[config.mk]
export PLATFORM = sky130hd
export DESIGN_NAME = if_fetch_stage
export DESIGN_NICKNAME = d
export VERILOG_FILES = /design/src/rtl/if_fetch_stage.sv
export SDC_FILE = /design/constraint.sdc
export NUM_CORES = 1
export LEC_CHECK = 0
export CAP_MARGIN = 20
export CELL_PAD_IN_SITES_DETAIL_PLACEMENT = 1
export CELL_PAD_IN_SITES_GLOBAL_PLACEMENT = 1
export CORE_ASPECT_RATIO = 1.2
export CORE_MARGIN = 2
export CORE_UTILIZATION = 29
export DETAILED_ROUTE_END_ITERATION = 8
export PLACE_DENSITY = 0.76
export SETUP_SLACK_MARGIN = 0.1
export SYNTH_ARGS = -nofsm -noshare
export SYNTH_HDL_FRONTEND = slang
export SYNTH_SLANG_ARGS = --single-unit
[constraint.sdc]
create_clock -name clk -period 1.5 [get_ports clk]
set_input_delay 0.3 -clock clk [delete_from_list [all_inputs] [get_ports clk]]
set_output_delay 0.3 -clock clk [all_outputs]
set_load 0.05 [all_outputs]
[src/rtl/if_fetch_stage.sv]
// Instruction-fetch stage: owns the PC, drives the combinational instruction ROM,
// and registers the fetched instruction with its PC into the IF/ID pipeline register.
module if_fetch_stage #(
   parameter int unsigned           ADDR_W   = 32,
   parameter logic [ADDR_W-1:0]     RESET_PC = '0,
   parameter logic [31:0]           NOP_INST = 32'h0000_0013
) (
   input  logic              clk,
   input  logic              rst_n,
   input  logic              stall_i,
   input  logic              flush_i,
   input  logic [ADDR_W-1:0] flush_pc_i,
   input  logic              redirect_i,
   input  logic [ADDR_W-1:0] redirect_pc_i,
   output logic              rom_ce_o,
   output logic [ADDR_W-1:0] rom_addr_o,
   input  logic [31:0]       rom_inst_i,
   output logic [ADDR_W-1:0] id_pc_o,
   output logic [31:0]       id_inst_o,
   output logic              id_valid_o,
   output logic              misalign_o
);

   localparam logic [ADDR_W-1:0] PC_STEP = ADDR_W'(4);

   logic              ce_q, ce_d;
   logic [ADDR_W-1:0] pc_q, pc_d;
   logic [ADDR_W-1:0] id_pc_q, id_pc_d;
   logic [31:0]       id_inst_q, id_inst_d;
   logic              id_valid_q, id_valid_d;
   logic              misalign_q, misalign_d;

   logic              take_target;
   logic [ADDR_W-1:0] target;

   // Flush outranks redirect; both outrank stall. Nothing is steered while ce is low.
   always_comb begin
      take_target = 1'b0;
      target      = '0;
      if (ce_q) begin
         if (flush_i) begin
            take_target = 1'b1;
            target      = flush_pc_i;
         end else if (redirect_i) begin
            take_target = 1'b1;
            target      = redirect_pc_i;
         end
      end
   end

   always_comb begin
      ce_d       = 1'b1;
      pc_d       = pc_q;
      id_pc_d    = id_pc_q;
      id_inst_d  = id_inst_q;
      id_valid_d = id_valid_q;
      misalign_d = 1'b0;

      if (!ce_q) begin
         id_pc_d    = pc_q;
         id_inst_d  = NOP_INST;
         id_valid_d = 1'b0;
      end else if (take_target) begin
         // The target is forced word-aligned; the dropped low bits are only reported.
         pc_d       = {target[ADDR_W-1:2], 2'b00};
         misalign_d = |target[1:0];
         id_pc_d    = pc_q;
         id_inst_d  = NOP_INST;
         id_valid_d = 1'b0;
      end else if (!stall_i) begin
         pc_d       = pc_q + PC_STEP;
         id_pc_d    = pc_q;
         id_inst_d  = rom_inst_i;
         id_valid_d = 1'b1;
      end
   end

   always_ff @(posedge clk or negedge rst_n) begin
      if (!rst_n) begin
         ce_q       <= 1'b0;
         pc_q       <= RESET_PC;
         id_pc_q    <= RESET_PC;
         id_inst_q  <= NOP_INST;
         id_valid_q <= 1'b0;
         misalign_q <= 1'b0;
      end else begin
         ce_q       <= ce_d;
         pc_q       <= pc_d;
         id_pc_q    <= id_pc_d;
         id_inst_q  <= id_inst_d;
         id_valid_q <= id_valid_d;
         misalign_q <= misalign_d;
      end
   end

   assign rom_ce_o   = ce_q;
   assign rom_addr_o = pc_q;
   assign id_pc_o    = id_pc_q;
   assign id_inst_o  = id_inst_q;
   assign id_valid_o = id_valid_q;
   assign misalign_o = misalign_q;

endmodule

==> impl_metrics.csv <==
group,metric,value,unit
final_layout,final_util,62.3,%
grt,overflow,0,
floorplan,dieArea,17700,µm²
floorplan,rows,51,
floorplan,core_area,16300,µm²
synthesis,synth_top_area_share,47.7,%
sta,finalSetupViolations,30,
synthesis,synth_area,4830,µm²
synthesis,ys.flop_type,"dfrtp_1",
final_layout,design_area,10100,µm²
critical_path,reg2reg_slack,-0.28,ns
critical_path,cp-end-kind,"register",
power,power-per-cell-area,1020,nW/µm²
clock_network,clock-root-buffer,"clkbuf_16",
critical_path,slowest_stage,"dfrtp_2",
synthesis,syn_inst,466,
critical_path,path_max_fanout,6,
critical_path,r2r_start,"rom_addr_o[2]",
drt,drc,0,
status,status,"finished, violations left",
critical_path,crit_start,"rom_addr_o[2]",
synthesis,yosys-top-cells-area,"dfrtp_1, mux2i_1, nor2_1",
drt,via_count,5493,
synthesis,synth_edf_count,0,
floorplan,start_util,29.7,%
placement,dpl.hpwl,15300,µm
sta,fmaxAchievable,0.562,GHz
critical_path,path_class,"register to register",
synthesis,synth_top_cell_by_area,"dfrtp_1",
critical_path,required,1.79,ns
floorplan,dieWidth,122,µm
floorplan,die_h,145,µm
sta,hold_slack,0.397,ns
critical_path,reg2reg_depth,7,
synthesis,seq_area_frac_synth,49.3,%
grt,grt_max_degree,41,
critical_path,crit_chain,"buf_6, nand2_4, nor4_4, buf_6, nand3_1, o31ai_1, a21bo_1",
clock_network,cts_buffers,9,
sta,finalSetupTns,-4.27,ns
final_layout,drive_gt1_share,49.0,%
critical_path,r2r_end,"rom_addr_o[23]",
floorplan,io_pins,200,
clock_network,cts_buffer_depth,2,
drt,antenna_left,0,
grt,antenna_found_initial,0,
critical_path,crit_top_cell,"buf_6",
sta,finalHoldViolations,0,
flow_run,drv_cap,0,
synthesis,synth_seq_cells,95,
min_path,worstHoldPathType,"input pin to async pin",
synthesis,async_flop_share,100,%
clock_network,cts_tree,"built",
sta,worst_pin_slew,0.572,ns
synthesis,yosys_warnings,0,
sta,period_share,119,%
sta,maxSlewViolCount,0,
drt,wl_per_cell,25.1,µm
clock_network,cts_max_level,3,
placement,place.gp.congestion,0.912,
final_layout,syn_to_final_growth,110,%
placement,dpl_cell_area,8850,µm²
critical_path,crit_arrival,2.07,ns
clock_network,clk_latency,0.36,ns
sta,final.min_clock_period,1.78,ns
critical_path,startpoint_type,"register",
synthesis,avgSynthCellArea,10.4,µm²
critical_path,critical-path-max-stage-delay,0.46,ns
sta,worst_slack,-0.280,ns
synthesis,synth_cell_types,57,
final_layout,nets,889,
drt,dr.pass1.iters,5,
grt,grt_pass1_vias,6297,
drt,drt_iter0_drc,390,
grt,track_usage,26.9,%
final_layout,layout_common_cells,"buf_12, clkdlybuf4s50_1, buf_4, dfrtp_1, nor2_1",
placement,port-buffer-count,195,
power,p_leak,4.39,nW
critical_path,endpoint,"rom_addr_o[23]",
drt,via_per_inst,5.47,
sta,fin_skew,0.0104,ns
status,violations,"negative setup slack",
clock_network,path_clk_slew,0.07,ns
sta,rsz0062_at_grt,"yes",
grt,grt_pass1_wl,36200,µm
final_layout,layout_commonest_cell,"buf_12",
sta,slew-limit-headroom,61.9,%
final_layout,antennaDiodeCount,0,
drt,totalWireLength,25200,µm
power,ir_drop,0.000541,V
clock_network,clock_sinks,95,
==> Yosys cell counts, types with 9 or more instances <==
master and number:
dfrtp_1 92, nor2_1 52, mux2i_1 33, nand2_1 30, nand3_1 18, a21oi_1 17, mux2_2 16, buf_2 15
o21ai_0 15, clkbuf_1 13, o21ai_1 12, nand4_1 11, a22oi_1 9, a31oi_1 9, inv_1 9
==> report_power, final <==
part           switching (mW)  leakage (nW)  internal [mW]
Sequential              0.384          1.15           2.86
Clock                    1.10         0.156           1.51
Combinational            2.27          3.08           2.23
Total                    3.75          4.39           6.60
==> state kept, by name (all words and copies together), names as in the netlist <==
register    flops
rom_addr_o     30
id_pc_o        30
id_valid_o      1
id_inst_o      32
misalign_o      1
rom_ce_o        1
==> metal layers <==
metal | GRT usage [%] | routed length [µm]
met5 | 0 | 0
met4 | 13.3 | 1150
met3 | 4.91 | 1500
met2 | 48.8 | 13600
met1 | 29.6 | 8940
==> what timing repair did <==
action | in CTS | in global routing
setup endpoints to repair | 75 | 88
hold buffers | 1 | 0
buffers inserted | 26 | 28
pin swaps | 26 | 27
hold endpoints to repair | 21 | 0
gates resized for setup | 86 | 63
gates cloned | 5 | 2
==> per-stage QoR <==
step	total power, mW	cells	worst slack (ns)
after floorplan	4.90	469	-0.249
after CTS	10.0	987	-0.169
after detailed placement	7.19	941	-0.581
final	10.4	1004	-0.280
after global placement	7.09	941	-0.510
after global routing	10.7	1004	-0.404
==> critical path: cells and delay by family, from the launching register on <==
family	cells	cell delay, ns
AO/OA/AOI/OAI	2	0.48
flip-flops	1	0.46
AND/OR/NAND/NOR	3	0.44
buffers and inverters	2	0.33
==> worst min-delay path by stage <==
stage	depth (start not counted)	end	slack (ns)	start
finish	2	id_inst_o[23]	0.40	rst_n
global route	2	id_inst_o[23]	0.42	rst_n
CTS	2	id_inst_o[17]	0.39	rst_n
detailed placement	1	id_inst_o[27]	0.23	rst_n
global placement	1	id_inst_o[3]	0.22	rst_n
floorplan	0	id_inst_o[10]	0.004	rst_n
==> cell type report <==
cell class                 instances  area, µm²
tap                              212        265
fill                            1595       6130
multi-input combinational        329       2740
inverter                           9       33.8
timing repair buffer             343       4360
sequential                        95       2410
clock inverter                     5       81.3
clock buffer                      11        243
==> cells by family (layout without fill, tap and decap cells) <==
| logic type | Yosys count | after routing | share of synthesized area (%) |
|---|---|---|---|
| xor+xnor | 3 | 3 | 0.545 |
| buf+inv | 45 | 368 | 4.36 |
| other cells | 2 | 5 | 0.156 |
| compound gates | 115 | 115 | 16.3 |
| simple gates | 148 | 148 | 16.6 |
| fa+ha+maj | 1 | 1 | 0.259 |
| flops | 95 | 95 | 49.3 |
| mux | 57 | 57 | 12.4 |
Power figures use the tool's default switching activity.
